$ cat src/rtl/tipi_rpi_master.sv
// Serial master for the TIPI CPLD link: one byte per transaction, read or write,
// with every timed phase lasting CLK_DIV clocks.
module tipi_rpi_master #(
    parameter int CLK_DIV = 4
) (
    input  logic       clk,
    input  logic       reset,
    input  logic       req,
    input  logic [0:1] op,
    input  logic [0:7] wdata,
    output logic [0:7] rdata,
    output logic       busy,
    output logic       done,
    output logic       r_clk,
    output logic       r_le,
    output logic       r_dc,
    output logic       r_rt,
    output logic       r_dout,
    input  logic       r_din
);

    localparam logic [3:0] IDLE    = 4'd0;
    localparam logic [3:0] SETUP   = 4'd1;
    localparam logic [3:0] LOAD_HI = 4'd2;
    localparam logic [3:0] LOAD_LO = 4'd3;
    localparam logic [3:0] BIT_LO  = 4'd4;
    localparam logic [3:0] BIT_HI  = 4'd5;
    localparam logic [3:0] XFER_HI = 4'd6;
    localparam logic [3:0] XFER_LO = 4'd7;
    localparam logic [3:0] DONE    = 4'd8;

    localparam logic [7:0] PH_LAST = 8'(CLK_DIV - 1);

    logic [3:0] state_q, state_d;
    logic [7:0] phase_q, phase_d;
    logic [2:0] bit_q, bit_d;
    logic       rt_q, rt_d;
    logic       dc_q, dc_d;
    logic [0:7] wdata_q, wdata_d;
    logic [0:7] rx_q, rx_d;
    logic [0:7] rdata_q, rdata_d;
    logic       phase_end;

    always_comb begin
        state_d   = state_q;
        phase_d   = phase_q;
        bit_d     = bit_q;
        rt_d      = rt_q;
        dc_d      = dc_q;
        wdata_d   = wdata_q;
        rx_d      = rx_q;
        rdata_d   = rdata_q;
        phase_end = (phase_q == PH_LAST);

        case (state_q)
            IDLE: begin
                if (req) begin
                    state_d = SETUP;
                    rt_d    = op[0];
                    dc_d    = op[1];
                    wdata_d = wdata;
                    rx_d    = '0;
                    phase_d = '0;
                    bit_d   = '0;
                end
            end
            DONE: state_d = IDLE;
            default: begin
                phase_d = phase_end ? '0 : phase_q + 8'd1;
                if (state_q == BIT_LO && rt_q && phase_end)
                    rx_d[bit_q] = r_din;
                if (phase_end) begin
                    case (state_q)
                        SETUP:   state_d = rt_q ? LOAD_HI : BIT_LO;
                        LOAD_HI: state_d = LOAD_LO;
                        LOAD_LO: state_d = BIT_LO;
                        BIT_LO:  state_d = BIT_HI;
                        BIT_HI: begin
                            if (bit_q == 3'd7) begin
                                bit_d = '0;
                                // Read data is published only once all eight bits are in,
                                // so an aborted read never leaks a partial byte.
                                if (rt_q) begin
                                    state_d = DONE;
                                    rdata_d = rx_q;
                                end else begin
                                    state_d = XFER_HI;
                                end
                            end else begin
                                bit_d   = bit_q + 3'd1;
                                state_d = BIT_LO;
                            end
                        end
                        XFER_HI: state_d = XFER_LO;
                        XFER_LO: state_d = DONE;
                        default: state_d = IDLE;
                    endcase
                end
            end
        endcase
    end

    always_ff @(posedge clk or posedge reset) begin
        if (reset) begin
            state_q <= IDLE;
            phase_q <= '0;
            bit_q   <= '0;
            rt_q    <= 1'b0;
            dc_q    <= 1'b0;
            wdata_q <= '0;
            rx_q    <= '0;
            rdata_q <= '0;
        end else begin
            state_q <= state_d;
            phase_q <= phase_d;
            bit_q   <= bit_d;
            rt_q    <= rt_d;
            dc_q    <= dc_d;
            wdata_q <= wdata_d;
            rx_q    <= rx_d;
            rdata_q <= rdata_d;
        end
    end

    always_comb begin
        busy   = (state_q != IDLE) && (state_q != DONE);
        done   = (state_q == DONE);
        r_clk  = (state_q == BIT_HI);
        r_le   = (state_q == LOAD_HI) || (state_q == XFER_HI);
        r_dout = !rt_q && ((state_q == BIT_LO) || (state_q == BIT_HI)) && wdata_q[bit_q];
        r_rt   = rt_q;
        r_dc   = dc_q;
        rdata  = rdata_q;
    end

endmodule

$ cat config.mk
export PLATFORM = sky130hd
export DESIGN_NAME = tipi_rpi_master
export DESIGN_NICKNAME = d
export VERILOG_FILES = /design/src/rtl/tipi_rpi_master.sv
export SDC_FILE = /design/constraint.sdc
export NUM_CORES = 1
export LEC_CHECK = 0
export BUFFER_PORTS_ARGS = -buffer_cell sky130_fd_sc_hd__buf_2
export CORE_MARGIN = 4
export CORE_UTILIZATION = 51
export DETAILED_ROUTE_END_ITERATION = 8
export PLACE_DENSITY = 0.83
export SYNTH_ARGS = -nofsm -noshare
export SYNTH_HDL_FRONTEND = slang
export SYNTH_SLANG_ARGS = --single-unit
$ cat constraint.sdc
create_clock -name clk -period 1.6 [get_ports clk]
set_input_delay 0.32 -clock clk [delete_from_list [all_inputs] [get_ports clk]]
set_output_delay 0.32 -clock clk [all_outputs]
set_load 0.02 [all_outputs]
==> qor.yml <==
fin_crit_sh: 1.27
design_area_um2: 3110
period_minus_slack_ns: 2.03
grt_antenna_before_repair: 0
drc: 0
grt_max_degree: 42
ant_nets: 0
place_ws_ns: -0.152
fmax_ghz: 0.494
hold_slack_ns: 0.115
leakagePower_nw: 1.49
insertedDiodeCount: 0
fin_ws_ns: -0.426
synth.area.top_cells: "dfrtp_1, mux2_2, o31ai_1, o211ai_1, nand2b_1"
slew_headroom: 0.650
hold_buffers: 0
cts_tree: "done"
start_kind: "register"
nNetsFinal: 276
tightest_slew_ns: 0.525
crit_path_top_delay_cell: "mux4_2"
synth_async_sr_flop_share: 1.00
violations: "negative setup slack"
post_drt_wl_per_cell_um: 20.7
synth-seq-cells: 41
numCtsBuffers: 5
vias_per_cell: 6.12
syn_nets: 190
die_x_um: 71.9
slowest_delay_ns: 0.52
drive_above_1_share: 0.612
via_count: 1886
place.gp.congestion: 0.831
drt_iter0_drc: 106
synth_top_area_cell: "dfrtp_1"
status: "finished, violations left"
grtUsageTotal: 0.219
hp-class: "in -> async"
dieArea_um2: 5170
htree_levels: 2
grt_pass1_wl_mm: 8.82
vdd_drop_max_uv: 570
finalMaxSlewViolations: 0
synth_area_um2: 2080
synth_ff_type: "dfrtp_1"
seq_area_frac_synth: 0.493
initial_core_util: 0.548
synth.distinct_cells: 53
first_pass_iters: 4
synth_edf_count: 0
worstSetupPathType: "reg -> out"
syn_to_final_growth_pct: 49.7
hold_viol_final: 0
grt_pass1_vias: 1822
io_buffer_count: 28
critPathRequiredTime_ns: 1.28
rows: 22
synth_warnings: 0
clock_sinks: 41
yosysMostFrequentCell: "dfrtp_1"
syn_avg_cell_area_um2: 12.0
utilization: 0.820
critPathMaxFanout: 3
clkLatencyLatePin_ns: 0.31
finalNonFillerCells: 308
worstSetupEndpointType: "output pin"
dp_hpwl_mm: 3.29
worst_ep_arrival_time_ns: 1.71
clk_pin_slew_ns: 0.09
synth_common_cells: "dfrtp_1, mux2_2, nand2_1"
setup_viol: 42
netlist_instances: 173
root_buffer: "clkbuf_8"
drv_cap: 0
clock_path_buffers: 2
place_area_um2: 2530
core_area_um2: 3800
power_density_nw_per_um2: 709
ioPinCount: 29
totalWireLength_mm: 6.38
die_h_um: 71.9
critical_path.cell_chain: "mux4_2, mux2i_2, nor4_2, buf_2"
dp_cells: 280
overflow: 0
synth_top_area_frac: 0.493
fillers: 187
grt_setup_unrepaired: "yes"
finClkSkew_ns: 0.0119
==> final timing paths <==
| kind | slack (ns) | from | cells past startpoint | end |
|---|---|---|---|---|
| setup / recovery | -0.43 | bit_q[0]$_DFFE_PP0P_ | 4 | r_dout |
| hold / removal | 0.11 | reset | 3 | phase_q[5]$_DFFE_PP0P_ |
| setup reg to reg | -0.24 | phase_q[0]$_DFFE_PP0P_ | 7 | rx_q[0]$_DFFE_PP0P_ |
| hold reg to reg | 0.51 | rdata[5]$_DFFE_PP0P_ | 1 | rdata[5]$_DFFE_PP0P_ |
| max in group asynchronous | 1.08 | reset | 3 | state_q[0]$_DFFE_PP0P_ |
| min in group clk | 0.25 | op[0] | 2 | r_rt$_DFFE_PP0P_ |
==> metrics by stage <==
stage          power, mW  TNS (ns)
3_5_place_dp        1.41     -1.20
4_1_cts             2.13     -1.49
6_report            2.21     -5.53
5_1_grt             2.30     -7.52
2_1_floorplan       1.28    -0.603
3_3_place_gp        1.40    -0.482
==> power breakdown <==
| group | total [mW] | leakage, nW | switching (mW) | internal [mW] |
|---|---|---|---|---|
| sequential | 1.13 | 0.541 | 0.0434 | 1.08 |
| clock | 0.737 | 0.0512 | 0.387 | 0.350 |
| combinational | 0.345 | 0.899 | 0.193 | 0.152 |
| total | 2.21 | 1.49 | 0.623 | 1.59 |
==> what timing repair did <==
action | in CTS | in global routing
pin swaps | 13 | 22
setup endpoints to repair | 26 | 44
setup buffers | 10 | 11
resized for setup | 38 | 46
==> layer usage <==
layer	up-vias	global-route usage	wire length, µm
li1	828	-	-
met3	24	0.0505	327
met4	0	0.106	289
met5	-	0	0
met1	962	0.266	2420
met2	72	0.366	3350
==> sequential cells by signal, indices dropped and copies added, names as in the netlist <==
register  flops
bit_q         3
phase_q       8
r_dc          1
r_rt          1
rdata         8
rx_q          8
state_q       4
wdata_q       8
==> worst max-delay path: cells and delay by family (launching register included) <==
family,cells,cell delay (ns)
muxes,2,0.77
buffers and inverters,1,0.16
and+or+nand+nor,1,0.07
DFF,1,0.41
==> kinds of logic (layout without fill, tap and decap cells) <==
| kind of cell | after synthesis | in the layout | share of synthesized area |
|---|---|---|---|
| and+or+nand+nor | 54 | 54 | 0.172 |
| DFF | 41 | 41 | 0.493 |
| AOI/OAI and AO/OA | 38 | 38 | 0.127 |
| muxes | 27 | 27 | 0.155 |
| buffers and inverters | 8 | 95 | 0.0259 |
| adders and majority gates | 3 | 3 | 0.0180 |
| xor gates and xnor gates | 2 | 2 | 0.00842 |
==> layout by cell type, fill, tap and decap left out, types with 3 or more instances in the layout <==
master | netlist | layout
nor3_1 | 4 | 4
buf_4 | 0 | 42
mux2_2 | 18 | 9
a21oi_1 | 7 | 3
nor2_4 | 0 | 4
a21oi_2 | 1 | 4
nand2_1 | 10 | 9
o21ai_1 | 0 | 3
dfrtp_2 | 0 | 5
mux2_4 | 0 | 13
o31ai_1 | 8 | 8
buf_6 | 3 | 19
nor2_1 | 6 | 3
dfrtp_1 | 41 | 36
o211ai_1 | 7 | 7
nand2b_1 | 8 | 6
buf_2 | 1 | 24
clkbuf_8 | 0 | 6
a22o_1 | 3 | 3
==> cell type report <==
cell class	instances	area [µm²]	area share
multi-input cells	124	1270	0.407
inverters	2	10.0	0.00321
clock inverters	2	13.8	0.00442
well taps	48	60.1	0.0193
clock buffers	6	82.6	0.0265
repair buffers	85	649	0.209
flip-flops and latches	41	1030	0.331
Power figures use the tool's default switching activity.
